[src/rtl/sram1rw_pkg.sv]
// Shared types and default geometry for the single-port SRAM arbiter slice.
// The command struct is sized for the SRAM1RW256x32 macro this block fronts.
package sram1rw_pkg;

  localparam int ADDR_W_DEF = 8;
  localparam int DATA_W_DEF = 32;
  localparam int DEPTH_DEF  = 256;

  typedef enum logic {
    INIT,
    RUN
  } state_e;

  typedef struct packed {
    logic [ADDR_W_DEF-1:0] a;
    logic                  web;
    logic                  csb;
    logic [DATA_W_DEF-1:0] i;
  } sram_cmd_t;

  // Deselected, read-polarity command the macro sees out of reset
  localparam sram_cmd_t CMD_IDLE = '{a: '0, web: 1'b1, csb: 1'b1, i: '0};

endpackage

[src/rtl/sram1rw_arbiter_rr.sv]
// Combinational round-robin picker: first requester at or above the pointer,
// wrapping around; the pointer register itself lives in the parent.
module rr_arbiter #(
  parameter int NPORTS = 2,
  parameter int PTR_W  = 1
) (
  input  logic [NPORTS-1:0] i_req,
  input  logic [PTR_W-1:0]  i_ptr,
  output logic [NPORTS-1:0] o_grant
);

  logic             w_found;
  logic [PTR_W-1:0] w_idx;

  // Walk the ports starting at the pointer and keep only the first hit
  always_comb begin
    o_grant = '0;
    w_found = 1'b0;
    w_idx   = '0;
    for (int off = 0; off < NPORTS; off++) begin
      w_idx = PTR_W'((int'(i_ptr) + off) % NPORTS);
      if (!w_found && i_req[w_idx]) begin
        o_grant[w_idx] = 1'b1;
        w_found        = 1'b1;
      end
    end
  end

endmodule

[src/rtl/sram1rw_arbiter.sv]
// Round-robin front end sharing one SRAM1RW256x32 macro between NPORTS clients,
// with an optional zero-fill of the whole array after reset.
module sram1rw_arbiter
  import sram1rw_pkg::*;
#(
  parameter int NPORTS         = 2,
  parameter int ADDR_W         = ADDR_W_DEF,
  parameter int DATA_W         = DATA_W_DEF,
  parameter int DEPTH          = DEPTH_DEF,
  parameter int CLEAR_ON_RESET = 1
) (
  input  logic                     clk,
  input  logic                     rst,
  input  logic [NPORTS-1:0]        req_valid,
  output logic [NPORTS-1:0]        req_ready,
  input  logic [NPORTS-1:0]        req_we,
  input  logic [NPORTS*ADDR_W-1:0] req_addr,
  input  logic [NPORTS*DATA_W-1:0] req_wdata,
  output logic [NPORTS-1:0]        rsp_valid,
  output logic [DATA_W-1:0]        rsp_rdata,
  output logic                     init_done,
  output logic [ADDR_W-1:0]        sram_a,
  output logic                     sram_web,
  output logic                     sram_csb,
  output logic                     sram_oeb,
  output logic [DATA_W-1:0]        sram_i,
  input  logic [DATA_W-1:0]        sram_o
);

  localparam int PTR_W = $clog2(NPORTS);
  localparam logic [NPORTS-1:0] PORT0_ONEHOT = {{(NPORTS-1){1'b0}}, 1'b1};

  state_e            r_state;
  sram_cmd_t         r_cmd;
  logic              r_oeb;
  logic [PTR_W-1:0]  r_ptr;
  logic [ADDR_W-1:0] r_clrAddr;
  logic              r_initDone;

  logic              r_tag1Rd;
  logic              r_tag2Rd;
  logic [PTR_W-1:0]  r_tag1Port;
  logic [PTR_W-1:0]  r_tag2Port;
  logic [NPORTS-1:0] r_rspValid;
  logic [DATA_W-1:0] r_rspData;

  logic [NPORTS-1:0] w_reqMasked;
  logic [NPORTS-1:0] w_grant;
  logic              w_hs;
  logic [PTR_W-1:0]  w_gntIdx;
  logic [PTR_W-1:0]  w_nextPtr;
  logic              w_gntWe;
  logic [ADDR_W-1:0] w_gntAddr;
  logic [DATA_W-1:0] w_gntData;

  // Nobody is offered a grant while the clear sequencer owns the macro
  assign w_reqMasked = (r_state == RUN) ? req_valid : '0;

  rr_arbiter #(
    .NPORTS (NPORTS),
    .PTR_W  (PTR_W)
  ) u_rr (
    .i_req   (w_reqMasked),
    .i_ptr   (r_ptr),
    .o_grant (w_grant)
  );

  assign req_ready = w_grant;
  assign w_hs      = |w_grant;

  always_comb begin
    w_gntIdx = '0;
    for (int k = 0; k < NPORTS; k++) begin
      if (w_grant[k]) begin
        w_gntIdx = PTR_W'(k);
      end
    end
  end

  assign w_nextPtr = (w_gntIdx == PTR_W'(NPORTS - 1)) ? '0 : w_gntIdx + 1'b1;
  assign w_gntWe   = req_we[w_gntIdx];
  assign w_gntAddr = req_addr[w_gntIdx*ADDR_W +: ADDR_W];
  assign w_gntData = req_wdata[w_gntIdx*DATA_W +: DATA_W];

  // Main FSM: zero-fill sweep in INIT, then one registered command per granted handshake
  always_ff @(posedge clk or posedge rst) begin
    if (rst) begin
      r_state    <= (CLEAR_ON_RESET != 0) ? INIT : RUN;
      r_cmd      <= CMD_IDLE;
      r_oeb      <= 1'b0;
      r_ptr      <= '0;
      r_clrAddr  <= '0;
      r_initDone <= 1'b0;
    end else begin
      r_oeb <= 1'b0;
      case (r_state)
        INIT: begin
          r_cmd.a   <= r_clrAddr;
          r_cmd.web <= 1'b0;
          r_cmd.csb <= 1'b0;
          r_cmd.i   <= '0;
          r_clrAddr <= r_clrAddr + 1'b1;
          if (r_clrAddr == ADDR_W'(DEPTH - 1)) begin
            r_state    <= RUN;
            r_initDone <= 1'b1;
          end
        end
        RUN: begin
          r_initDone <= 1'b1;
          if (w_hs) begin
            r_cmd.a   <= w_gntAddr;
            r_cmd.web <= ~w_gntWe;
            r_cmd.csb <= 1'b0;
            r_cmd.i   <= w_gntData;
            r_ptr     <= w_nextPtr;
          end else begin
            r_cmd.web <= 1'b1;
            r_cmd.csb <= 1'b1;
          end
        end
      endcase
    end
  end

  // Read tags ride two stages so the port id lines up with sram_o being sampled
  always_ff @(posedge clk or posedge rst) begin
    if (rst) begin
      r_tag1Rd   <= 1'b0;
      r_tag1Port <= '0;
      r_tag2Rd   <= 1'b0;
      r_tag2Port <= '0;
      r_rspValid <= '0;
      r_rspData  <= '0;
    end else begin
      r_tag1Rd   <= w_hs & ~w_gntWe;
      r_tag1Port <= w_gntIdx;
      r_tag2Rd   <= r_tag1Rd;
      r_tag2Port <= r_tag1Port;
      r_rspValid <= r_tag2Rd ? (PORT0_ONEHOT << r_tag2Port) : '0;
      if (r_tag2Rd) begin
        r_rspData <= sram_o;
      end
    end
  end

  assign rsp_valid = r_rspValid;
  assign rsp_rdata = r_rspData;
  assign init_done = r_initDone;
  assign sram_a    = r_cmd.a;
  assign sram_web  = r_cmd.web;
  assign sram_csb  = r_cmd.csb;
  assign sram_i    = r_cmd.i;
  assign sram_oeb  = r_oeb;

endmodule

[config.mk]
export PLATFORM = sky130hd
export DESIGN_NAME = sram1rw_arbiter
export DESIGN_NICKNAME = d
export VERILOG_FILES = /design/src/rtl/sram1rw_pkg.sv /design/src/rtl/sram1rw_arbiter_rr.sv /design/src/rtl/sram1rw_arbiter.sv
export SDC_FILE = /design/constraint.sdc
export NUM_CORES = 1
export LEC_CHECK = 0
export BUFFER_PORTS_ARGS = -buffer_cell sky130_fd_sc_hd__buf_2
export CORE_MARGIN = 3
export CORE_UTILIZATION = 46
export DETAILED_ROUTE_END_ITERATION = 8
export PLACE_DENSITY = 0.91
export SYNTH_ARGS = -nofsm -noshare
export SYNTH_HDL_FRONTEND = slang
export SYNTH_SLANG_ARGS = --single-unit
[constraint.sdc]
create_clock -name clk -period 3.3 [get_ports clk]
set_input_delay 0.66 -clock clk [delete_from_list [all_inputs] [get_ports clk]]
set_output_delay 0.66 -clock clk [all_outputs]
set_load 0.02 [all_outputs]
Word level (Yosys, flattened, before mapping)
Index checks and enable logic that the tools add are counted.
W data, S select, Z words.
Cells by class
  add/subtract/negate cells: 3
  $lt $le $gt $ge: 5
  eq/ne operators: 3
  shift operators: 3
  mux-type cells: 25
  bitwise logic cells: 4
  reduce and logical (&&, ||, !) cells: 6
Operators by type and width (number)
  $pmux W42 S2: 1
  $shiftx A64 B7 Y32: 1
  $mux W32: 1
  $shiftx A16 B5 Y8: 1
  $mux W1: 14
  $mux W2: 5
  $add A8 B1 Y8 const B: 1
  $eq A8 B8 Y1 const B: 1
  $mux W8: 1
  $lt A1 B2 Y1 const B: 3
  $logic_and A1 B1 Y1: 3
  $add A1 B1 Y1 const B: 2
  $demux W1 S1: 2
  $ge A1 B1 Y1 const B: 2
  $ne A2 B1 Y1 const B: 1
  $ne A2 B2 Y1 const B: 1
  $not A1 Y1: 2
  $or A2 B2 Y2: 1
  $pmux W1 S2: 1
  $reduce_and A2 Y1: 1
  $reduce_or A2 Y1: 1
  $shl A1 B1 Y2 const A: 1
  $and A1 B1 Y1: 1
  $logic_not A1 Y1: 1
Word-level totals
  register bits: 91
  bits of input ports: 118
  output and inout port bits: 80
  logic and storage cells: 63

Longest topological paths before layout
Gate-level depths: netlist (run 1).
  word-level depth: 13
  gate-level depth with buffers: 6

Cells and area by module
Synthesis (run 1) repeated with hierarchy kept, for this count alone.
Unflattened totals
  cell total of the unflattened synthesis: 322
  area total of the unflattened synthesis: 4126.5 um2
By module, submodules not included
  sram1rw_arbiter: instances 1, cells each 319, area an instance 4107.7 um2
  rr_arbiter: instances 1, cells each 3, area an instance 18.8 um2

Worst setup path before layout (run 1)
No wires, ideal clock.
  path kind: input -> output
  from: input port req_valid[1]
  to: output port req_ready[1]
  arrival: 1.451 ns
  path slack: 1.189 ns
  stages on the path: 6
  path buffers: 4
  cell sequence: and2_1 > buf_6 > and2_4 > buf_6 > buf_6 > buf_4
On the way
  word-level cells in the longest chain between the ends: 7
Ends and longest elaborated chain
  from (decl): line sram1rw_arbiter.sv:14  | input logic [NPORTS-1:0] req_valid,
  $mux W2 (*): line sram1rw_arbiter.sv:57  | assign w_reqMasked = (r_state == RUN) ? req_valid : '0;
  $mux W1 (not written as such) (2 in a row): line sram1rw_arbiter_rr.sv:22  | if (!w_found && i_req[w_idx]) begin
  $mux W1: line sram1rw_arbiter_rr.sv:22
  $logic_not A1 Y1: line sram1rw_arbiter_rr.sv:22
  $logic_and A1 B1 Y1: line sram1rw_arbiter_rr.sv:22
  $mux W2 (*): line sram1rw_arbiter_rr.sv:22
  to (decl): line sram1rw_arbiter.sv:15  | output logic [NPORTS-1:0] req_ready,
Mark *: on every way between the ends. The rest lies on a longest branch, timed or not. The select of a mux whose other input is x is not followed.

Worst setup path after layout (run 1)
Ends and elaborated chain as after synthesis.

==> results by group, run 1 <==
Detailed routing
  – Vias: 3,575
  – Detailed Routing Iterations Pass 1: 4
  – Initial DRC count: 184
  – Drt via density: 5.458
  – Final ANT Viol Nets: 0
  – Final WL: 11,230 um
  – Average wire per standard cell: 17.14 um
  – Post-route DRC: 0

STA
  – Count of final setup violators: 0
  – Fmax: 0.4257 GHz
  – Min Tclk post-route: 2349 ps
  – Final hold vios: 0
  – Clk_skew: 12.59 ps
  – Final setup TNS: 0 ps
  – RSZ-0062 raised after global routing: no
  – Final Cycle Share: 71.18%
  – Slew margin rel.: 34.27%
  – Worst setup margin: 950.9 ps
  – Slew of the pin with the lowest slew margin: 979.9 ps
  – Slew Limit Fails: 0

CTS
  – H-tree Lvls: 3
  – Post-CTS Resized: 0
  – Total CTS buffers: 9
  – CTS tree: yes
  – Root buf cell: clkbuf_8
  – Setup bufs post-CTS: 0
  – Worst skew pair latency: 340 ps
  – Sink Count: 91
  – Clock slew at reported path FFs: 90 ps
  – Hold_buf cts: 0
  – Clock Path Buffers: 2

Cells and area
  – Design Area, Final: 5240 sq um
  – Storage element area: 2281 sq um
  – Most frequent cells in the layout: buf_2 (196), dfrtp_1 (88), nand3_1 (83), o211ai_1 (38), nand2_1 (37)
  – Multi-input logic area: 1548 sq um
  – # fillers: 701
  – Most common cell after layout, fill and taps aside: buf_2
  – Share of layout cells above drive strength 1: 47.27%
  – Nets: 665
  – Area grow syn2layout: 28.98%
  – Antenna Cells: 0

Logic synthesis
  – Share of the yosys chip area belonging to registers: 56.11%
  – Flop and latch count out of synthesis: 91
  – Post-synth EDFFs: 0
  – Syn nets: 487
  – Syn Std Cell Area: 4063 sq um
  – Largest family of logic cells by synthesized area: simple AND/OR/NAND/NOR gates
  – Complex-gate fraction of the synthesized area: 9.794%
  – Top FF cell, synth: dfrtp_1
  – Ys async rst share: 100.0%
  – Post-Synth Simple-Gate Area: 17.19%
  – Post-Synthesis Cells: 368
  – Synth Area in XOR/XNOR: 1.509%
  – Mux contribution to synthesized area: 9.147%
  – Synth warn: 0
  – Synth Area in Adders: 0.3080%
  – Synth Area per Inst: 11.04 sq um
  – Distinct cells, synth: 33

GRT
  – GRT Overall Usage: 22.45%
  – Pin count of the biggest net entering global routing: 66
  – Initial antenna violation count: 0
  – Met1 Use GR: 29.79%
  – GRT overflow: 0
  – Met2 Use GR: 38.07%
  – GRT busiest layer: met2
  – Vias in the first global route: 3,502
  – Routing usage on met3: 3.405%
  – First-pass GRT wire length: 17,700 um

Setup path
  – Setup crit end kind: primary output
  – Worst EP arrival: 1690 ps
  – WP data required: 2640 ps
  – Critical path fanouts, max: 41
  – Worst Setup Start Kind: input port
  – Setup Crit Path Kind: in2out

Status
  – Status: finished clean

Die
  – Die height: 99.98 um
  – Cell row count: 33
  – Core region area: 8382 sq um
  – I/O pins: 198
  – Starting Density: 48.47%
  – Die W: 99.98 um
  – Die footprint: 9995 sq um

Placement
  – IO buf count: 196
  – Cell Area, Placed: 5002 sq um
  – Dpl hpwl: 8331 um
  – Setup WS pre-CTS: 793.9 ps
  – Gpl congestion: 0.8153

Job
  – Max Cap Viol: 0

Worst hold path
  – Worst hold path class: in2async

Power
  – Pwr/cell area: 403.2 nW/um^2
  – Peak supply drop: 202.3 uV
  – Lkg Pwr: 0.002722 uW
==> layer usage <==
layer | vias up | share of wire (%)
li1 | 1664 | -
met1 | 1733 | 40
met2 | 166 | 51
met3 | 12 | 8.0
met4 | 0 | 1.5
met5 | - | 0
==> worst max-delay path, cell delays in order <==
cell and delay [ps]:
buf_2 130, and2_1 170, and2_4 450, buf_2 270
==> power by group <==
group / switching [uW] / internal (uW) / leakage, uW / total (uW)
combinational: 64.9 / 53.3 / 0.00137 / 118
clock: 379 / 502 / 0.000112 / 880
sequential: 0 / 1110 / 0.00124 / 1110
total: 443 / 1670 / 0.00272 / 2110
==> worst paths after layout <==
check                      slack, ps             to    startpoint  depth (start not counted)
setup / recovery                 950   req_ready[1]  req_valid[1]                          4
hold / removal                   320  rsp_rdata[28]           rst                          2
setup reg to reg                1000      sram_a[2]       r_state                          5
hold reg to reg                  350     r_tag2Port    r_tag1Port                          0
max in group asynchronous       2200      sram_i[3]           rst                          3
min in group clk                 350     r_tag2Port    r_tag1Port                          0
==> cell families after synthesis <==
| kind of cell | after synthesis |
|---|---|
| adders and majority gates | 1 |
| and+or+nand+nor | 143 |
| buffers and inverters | 39 |
| other | 1 |
| muxes | 33 |
| AOI/OAI and AO/OA | 53 |
| DFF | 91 |
| xor gates and xnor gates | 7 |
==> cells in the mapped netlist, types with 2 or more instances <==
cell type	count	share of area, %
nor2_1	3	0.28
inv_1	3	0.28
buf_2	13	1.6
and3_1	2	0.31
dfstp_2	2	1.3
buf_6	9	2.5
mux2_2	33	9.1
or2_2	2	0.31
nand3_1	83	10
and2_1	2	0.31
nor2b_1	8	1.2
nand2b_1	3	0.46
buf_4	2	0.37
a21oi_1	2	0.25
nand2_1	37	3.4
dfrtp_1	89	55
o211ai_1	38	7.0
xnor2_1	6	1.3
a31oi_1	7	1.1
clkbuf_1	11	1.0
==> registers in the layout, summed over array words and instances, names as in the netlist <==
| signal | flops |
|---|---|
| rsp_rdata | 32 |
| sram_i | 32 |
| r_clrAddr | 8 |
| sram_a | 8 |
| rsp_valid | 2 |
| init_done | 1 |
| r_ptr | 1 |
| r_state | 1 |
| r_tag1Port | 1 |
| r_tag1Rd | 1 |
| r_tag2Port | 1 |
| r_tag2Rd | 1 |
| sram_csb | 1 |
| sram_web | 1 |
==> metrics by stage <==
step	hold slack, ps	utilization, %	total power (uW)	std cells
floorplan	331.2	-	1173	368
global placement	334.5	59.68	1251	640
detailed placement	336.3	59.68	1255	640
CTS	310.1	62.52	2136	655
global route	323.0	62.52	2194	655
finish	316.6	62.52	2113	655
==> final cells by class <==
cell class                 count  share of cell area [%]
sequential                    91                   43.53
multi-input combinational    238                   29.54
timing repair buffer         202                   19.58
tap                          105                   2.507
clock buffer                   9                   2.364
clock inverter                 6                   2.173
inverter                       4                  0.3104
Power figures use the tool's default switching activity.
==> inputs of run 2 (changes only) <==
--- a/config.mk
+++ b/config.mk
@@ -7,9 +7,9 @@
 export LEC_CHECK = 0
 export BUFFER_PORTS_ARGS = -buffer_cell sky130_fd_sc_hd__buf_2
 export CORE_MARGIN = 3
-export CORE_UTILIZATION = 46
+export CORE_UTILIZATION = 42
 export DETAILED_ROUTE_END_ITERATION = 8
-export PLACE_DENSITY = 0.91
+export PLACE_DENSITY = 0.88
 export SYNTH_ARGS = -nofsm -noshare
 export SYNTH_HDL_FRONTEND = slang
 export SYNTH_SLANG_ARGS = --single-unit
==> constraint.sdc (replaced) <==
create_clock -name clk -period 2 [get_ports clk]
set_input_delay 0.4 -clock clk [delete_from_list [all_inputs] [get_ports clk]]
set_output_delay 0.4 -clock clk [all_outputs]
set_load 0.02 [all_outputs]
==> run 2 against run 1 <==
First-iteration DRC count up 23%. Clock skew increased by 7.5 ps. Non-clock buffer count up 5. Global-route usage fell by 2.4 points. Die area rose by 8.9%. Total power grew 54%. Hold slack got worse by 150 ps. Critical path depth down 1. Largest cell class unchanged.
==> results by group, run 2 (same netlist as run 1, synthesis figures left out) <==
Setup path
  – Crit-path cells: nand2b_2 -> and2_4 -> buf_2
  – R2r setup slk: 550 ps
  – Reg-to-reg critical path startpoint: r_state
  – CP max stage delay: 400 ps
  – Setup crit end kind: primary output
  – Worst EP arrival: 1390 ps
  – Worst setup startpoint: r_ptr
  – Worst Setup Start Kind: flop
  – Setup Crit Path Kind: reg2out
  – R2R depth: 5
  – Critical path fanouts, max: 16
  – Slowest-stage cell, CP: dfrtp_1
  – Worst flop-to-flop path endpoint: sram_a[4]
  – WP data required: 1600 ps

Die
  – Die W: 104.4 um
  – I/O pins: 198
  – Die footprint: 10,890 sq um
  – Starting Density: 43.55%
  – Core region area: 9328 sq um
  – Cell row count: 35
  – Die height: 104.4 um

CTS
  – Setup bufs post-CTS: 1
  – Root buf cell: clkbuf_8
  – Total CTS buffers: 9
  – Post-CTS Resized: 0
  – Clock Path Buffers: 2
  – Hold_buf cts: 0
  – Worst skew pair latency: 360 ps
  – H-tree Lvls: 3
  – Clock slew at reported path FFs: 100 ps
  – Sink Count: 91
  – CTS tree: yes

GRT
  – First-pass GRT wire length: 17,600 um
  – Routing usage on met3: 4.966%
  – GRT overflow: 0
  – Met1 Use GR: 25.31%
  – GRT busiest layer: met2
  – Pin count of the biggest net entering global routing: 92
  – Vias in the first global route: 3,471
  – Initial antenna violation count: 0
  – Met2 Use GR: 33.39%
  – GRT Overall Usage: 20.10%

STA
  – RSZ-0062 raised after global routing: no
  – Final hold vios: 0
  – Slew Limit Fails: 0
  – Fmax: 0.5576 GHz
  – Count of final setup violators: 0
  – Slew margin rel.: 47.16%
  – Final Cycle Share: 89.67%
  – Min Tclk post-route: 1793 ps
  – Final setup TNS: 0 ps
  – Slew of the pin with the lowest slew margin: 792.6 ps
  – Clk_skew: 20.06 ps

Detailed routing
  – Final ANT Viol Nets: 0
  – Final WL: 11,020 um
  – Average wire per standard cell: 16.09 um
  – Drt via density: 5.272
  – Vias: 3,611
  – Detailed Routing Iterations Pass 1: 4
  – Post-route DRC: 0
  – Initial DRC count: 226

Worst hold path
  – Worst hold path class: in2async

Placement
  – IO buf count: 196
  – Gpl congestion: 0.7738
  – Dpl hpwl: 8111 um

Cells and area
  – Storage element area: 2281 sq um
  – Share of layout cells above drive strength 1: 48.02%
  – Antenna Cells: 0
  – Multi-input logic area: 1549 sq um
  – Area grow syn2layout: 29.90%
  – Nets: 670
  – # fillers: 812
  – Most frequent cells in the layout: buf_2 (196), dfrtp_1 (88), nand3_1 (83), o211ai_1 (38), nand2_1 (37)
  – Most common cell after layout, fill and taps aside: buf_2

Power
  – P_sw: 832.1 uW
  – Seq pwr share: 56.6%
  – Lkg Pwr: 0.002738 uW
  – Internal power: 2414 uW
  – Power Total: 3247 uW
  – Sw frac: 25.63%
  – Clock power share: 37.2%
  – Combinational share of power: 6.1%
  – Pwr/cell area: 615.2 nW/um^2
  – Peak supply drop: 404.2 uV

Job
  – Max Cap Viol: 0

Status
  – Status: finished clean
==> run 2: cell count changes in the layout (fill, tap and decap cells not counted) <==
cell        before  now
inv_8            0    1
and2_1           2    1
and2_2           0    1
clkinv_8         0    1
inv_6            1    3
bufinv_16        3    0
buf_12           0    1
clkinvlp_4       2    1
clkinv_4         0    1
buf_4            6   10
==> run 2: how the worst max path moves through the flow <==
stage,to,slack (ps),cells after the start
3_5_place_dp,sram_i[4],320,4
6_report,req_ready[1],210,3
3_3_place_gp,req_ready[1],430,4
2_1_floorplan,req_ready[1],400,6
5_1_grt,req_ready[1],160,3
4_1_cts,req_ready[1],190,3
==> run 2: area by class of cell <==
class	instances	share of cell area (%)
multi-input combinational	238	29.35
timing repair buffer	207	20.39
clock inverter	7	1.280
sequential	91	43.22
inverter	4	0.3556
clock buffer	9	2.347
tap	129	3.058
==> run 2: worst max-delay path: cells and delay by family (launching register included) <==
family,cells,cell delay (ps)
simple gates,2,410
flops,1,400
buf+inv,1,220
==> run 2: power groups by stage <==
| stage | Clock [uW] | Combinational, uW | Sequential [uW] |
|---|---|---|---|
| after floorplan | 0 | 60.1 | 1880 |
| after global placement | 0 | 195 | 1870 |
| after detailed placement | 0 | 200 | 1870 |
| after CTS | 1240 | 201 | 1840 |
| after global routing | 1330 | 220 | 1840 |
| final | 1210 | 199 | 1840 |
==> run 2: per-layer routing <==
layer | share of wire, % | wire length (um)
met4 | 1.8 | 194
met2 | 49 | 5417
met5 | 0 | 0
met1 | 40 | 4450
met3 | 8.7 | 961
==> run 2: metrics by stage <==
step / area (sq um) / worst slack [ps] / hold slack (ps) / instances / util, %
after floorplan: 4066 / 404.8 / 331.2 / 368 / -
after global placement: 5079 / 428.7 / 331.6 / 668 / 54.45
after detailed placement: 5079 / 322.7 / 334.7 / 668 / 54.45
after CTS: 5278 / 192.7 / 174.5 / 685 / 56.58
after global routing: 5278 / 155.4 / 193.9 / 685 / 56.58
final: 5278 / 206.6 / 171.2 / 685 / 56.58
==> inputs of run 3 (changes only) <==
--- a/config.mk
+++ b/config.mk
@@ -7,9 +7,10 @@
 export LEC_CHECK = 0
 export BUFFER_PORTS_ARGS = -buffer_cell sky130_fd_sc_hd__buf_2
 export CORE_MARGIN = 3
-export CORE_UTILIZATION = 42
+export CORE_UTILIZATION = 43
+export CTS_BUF_LIST = sky130_fd_sc_hd__clkbuf_4 sky130_fd_sc_hd__clkbuf_8
 export DETAILED_ROUTE_END_ITERATION = 8
-export PLACE_DENSITY = 0.88
+export PLACE_DENSITY = 0.89
 export SYNTH_ARGS = -nofsm -noshare
 export SYNTH_HDL_FRONTEND = slang
 export SYNTH_SLANG_ARGS = --single-unit
==> run 3 against run 2 <==
Total power up 1.9%. Critical path type unchanged. Critical endpoint is now req_ready[0]. Worst setup slack worse by 37 ps. Highest routed layer unchanged. Combinational power rose by 2%.
==> results by group, run 3 (same netlist as run 1, synthesis figures left out) <==
Cells and area
  – Fin util: 58.98%
  – Design Area, Final: 5269 sq um
  – Share of layout cells above drive strength 1: 47.94%
  – Antenna Cells: 0
  – Area grow syn2layout: 29.69%
  – Nets: 671
  – Most common cell after layout, fill and taps aside: buf_2
  – Most frequent cells in the layout: buf_2 (196), dfrtp_1 (88), nand3_1 (83), o211ai_1 (38), nand2_1 (37)

Placement
  – Dpl hpwl: 8359 um
  – IO buf count: 196
  – Gpl congestion: 0.7828
  – Cell Area, Placed: 5066 sq um

Detailed routing
  – Detailed Routing Iterations Pass 1: 4
  – Final ANT Viol Nets: 0
  – Final WL: 11,510 um
  – Vias: 3,566
  – Initial DRC count: 177
  – Drt via density: 5.362
  – Average wire per standard cell: 17.31 um
  – Post-route DRC: 0

STA
  – RSZ-0062 raised after global routing: no
  – Min Tclk post-route: 1831 ps
  – Slew Limit Fails: 0
  – Final hold slack: 156.7 ps
  – Count of final setup violators: 0
  – Final hold vios: 0
  – Fmax: 0.5462 GHz
  – Clk_skew: 14.71 ps
  – Final Cycle Share: 91.54%
  – Final setup TNS: 0 ps

Job
  – Max Cap Viol: 0

GRT
  – Initial antenna violation count: 0
  – Vias in the first global route: 3,633
  – GRT overflow: 0
  – Pin count of the biggest net entering global routing: 92
  – GRT Overall Usage: 20.93%
  – First-pass GRT wire length: 17,360 um

Power
  – Pwr/cell area: 628.1 nW/um^2
  – Lkg Pwr: 0.002739 uW
  – Peak supply drop: 284.5 uV

CTS
  – H-tree Lvls: 3
  – Total CTS buffers: 9
  – CTS tree: yes
  – Clock slew at reported path FFs: 100 ps
  – Root buf cell: clkbuf_8
  – Clock Path Buffers: 2
  – Setup bufs post-CTS: 0
  – Post-CTS Resized: 0
  – Hold_buf cts: 0
  – Sink Count: 91
  – Worst skew pair latency: 340 ps

Worst hold path
  – Worst hold path class: in2async

Setup path
  – Setup Crit Path Kind: reg2out
  – WP data required: 1600 ps
  – Setup crit end kind: primary output
  – Worst EP arrival: 1430 ps
  – Worst Setup Start Kind: flop
  – Critical path fanouts, max: 29

Die
  – Die height: 103.2 um
  – I/O pins: 198
  – Die W: 103.2 um
  – Cell row count: 34
  – Starting Density: 45.48%
  – Core region area: 8934 sq um
  – Die footprint: 10,650 sq um

Status
  – Status: finished clean
==> run 3: changes by cell type in the layout (fill, tap and decap cells not counted), sizes merged <==
cell | previous run | this run
clkbuf | 9 | 10
inv | 6 | 4
clkinv | 4 | 2
buf | 207 | 208
bufinv | 0 | 1
clkinvlp | 1 | 3
==> run 3: layout make-up <==
class	count	area, sq um
clock buffers	10	131.4
flip-flops and latches	91	2281
repair buffers	208	1084
well taps	108	135.1
fillers	756	3665
inverters	4	18.77
multi-input cells	238	1548
clock inverters	6	71.32
==> run 3: critical path: stages (launching register included) <==
cell and delay [ps]:
dfrtp_2 380, buf_4 310, nand3_1 150, inv_1 90, buf_2 160
==> run 3: worst paths after layout <==
kind | from | end | slack (ps) | cells after the start
setup / recovery | r_state | req_ready[0] | 170 | 4
hold / removal | rst | rsp_rdata[27] | 160 | 3
setup reg to reg | r_ptr | sram_i[25] | 530 | 4
hold reg to reg | r_tag1Rd | r_tag2Rd | 360 | 0
max in group asynchronous | rst | r_state | 1420 | 3
min in group clk | req_we[1] | r_tag1Rd | 260 | 2
==> run 3: report_power, final <==
| part | total, uW | switching [uW] | internal [uW] |
|---|---|---|---|
| clock | 1270 | 664 | 604 |
| sequential | 1840 | 0 | 1840 |
| combinational | 203 | 110 | 93.6 |
| total | 3310 | 774 | 2540 |
==> run 3: per-layer routing <==
layer  wire length, um  track usage (%)
met3               855            4.427
met5                 0                0
met2              6058            39.12
met1              4515            23.78
met4                82            6.474
==> run 3: stage by stage <==
stage	setup WS [ps]	power, uW	cells
final	169.3	3309	665
after global routing	47.06	3439	665
after CTS	155.9	3342	665
after detailed placement	374.3	2079	649
after global placement	414.3	2072	649
after floorplan	404.8	1935	368
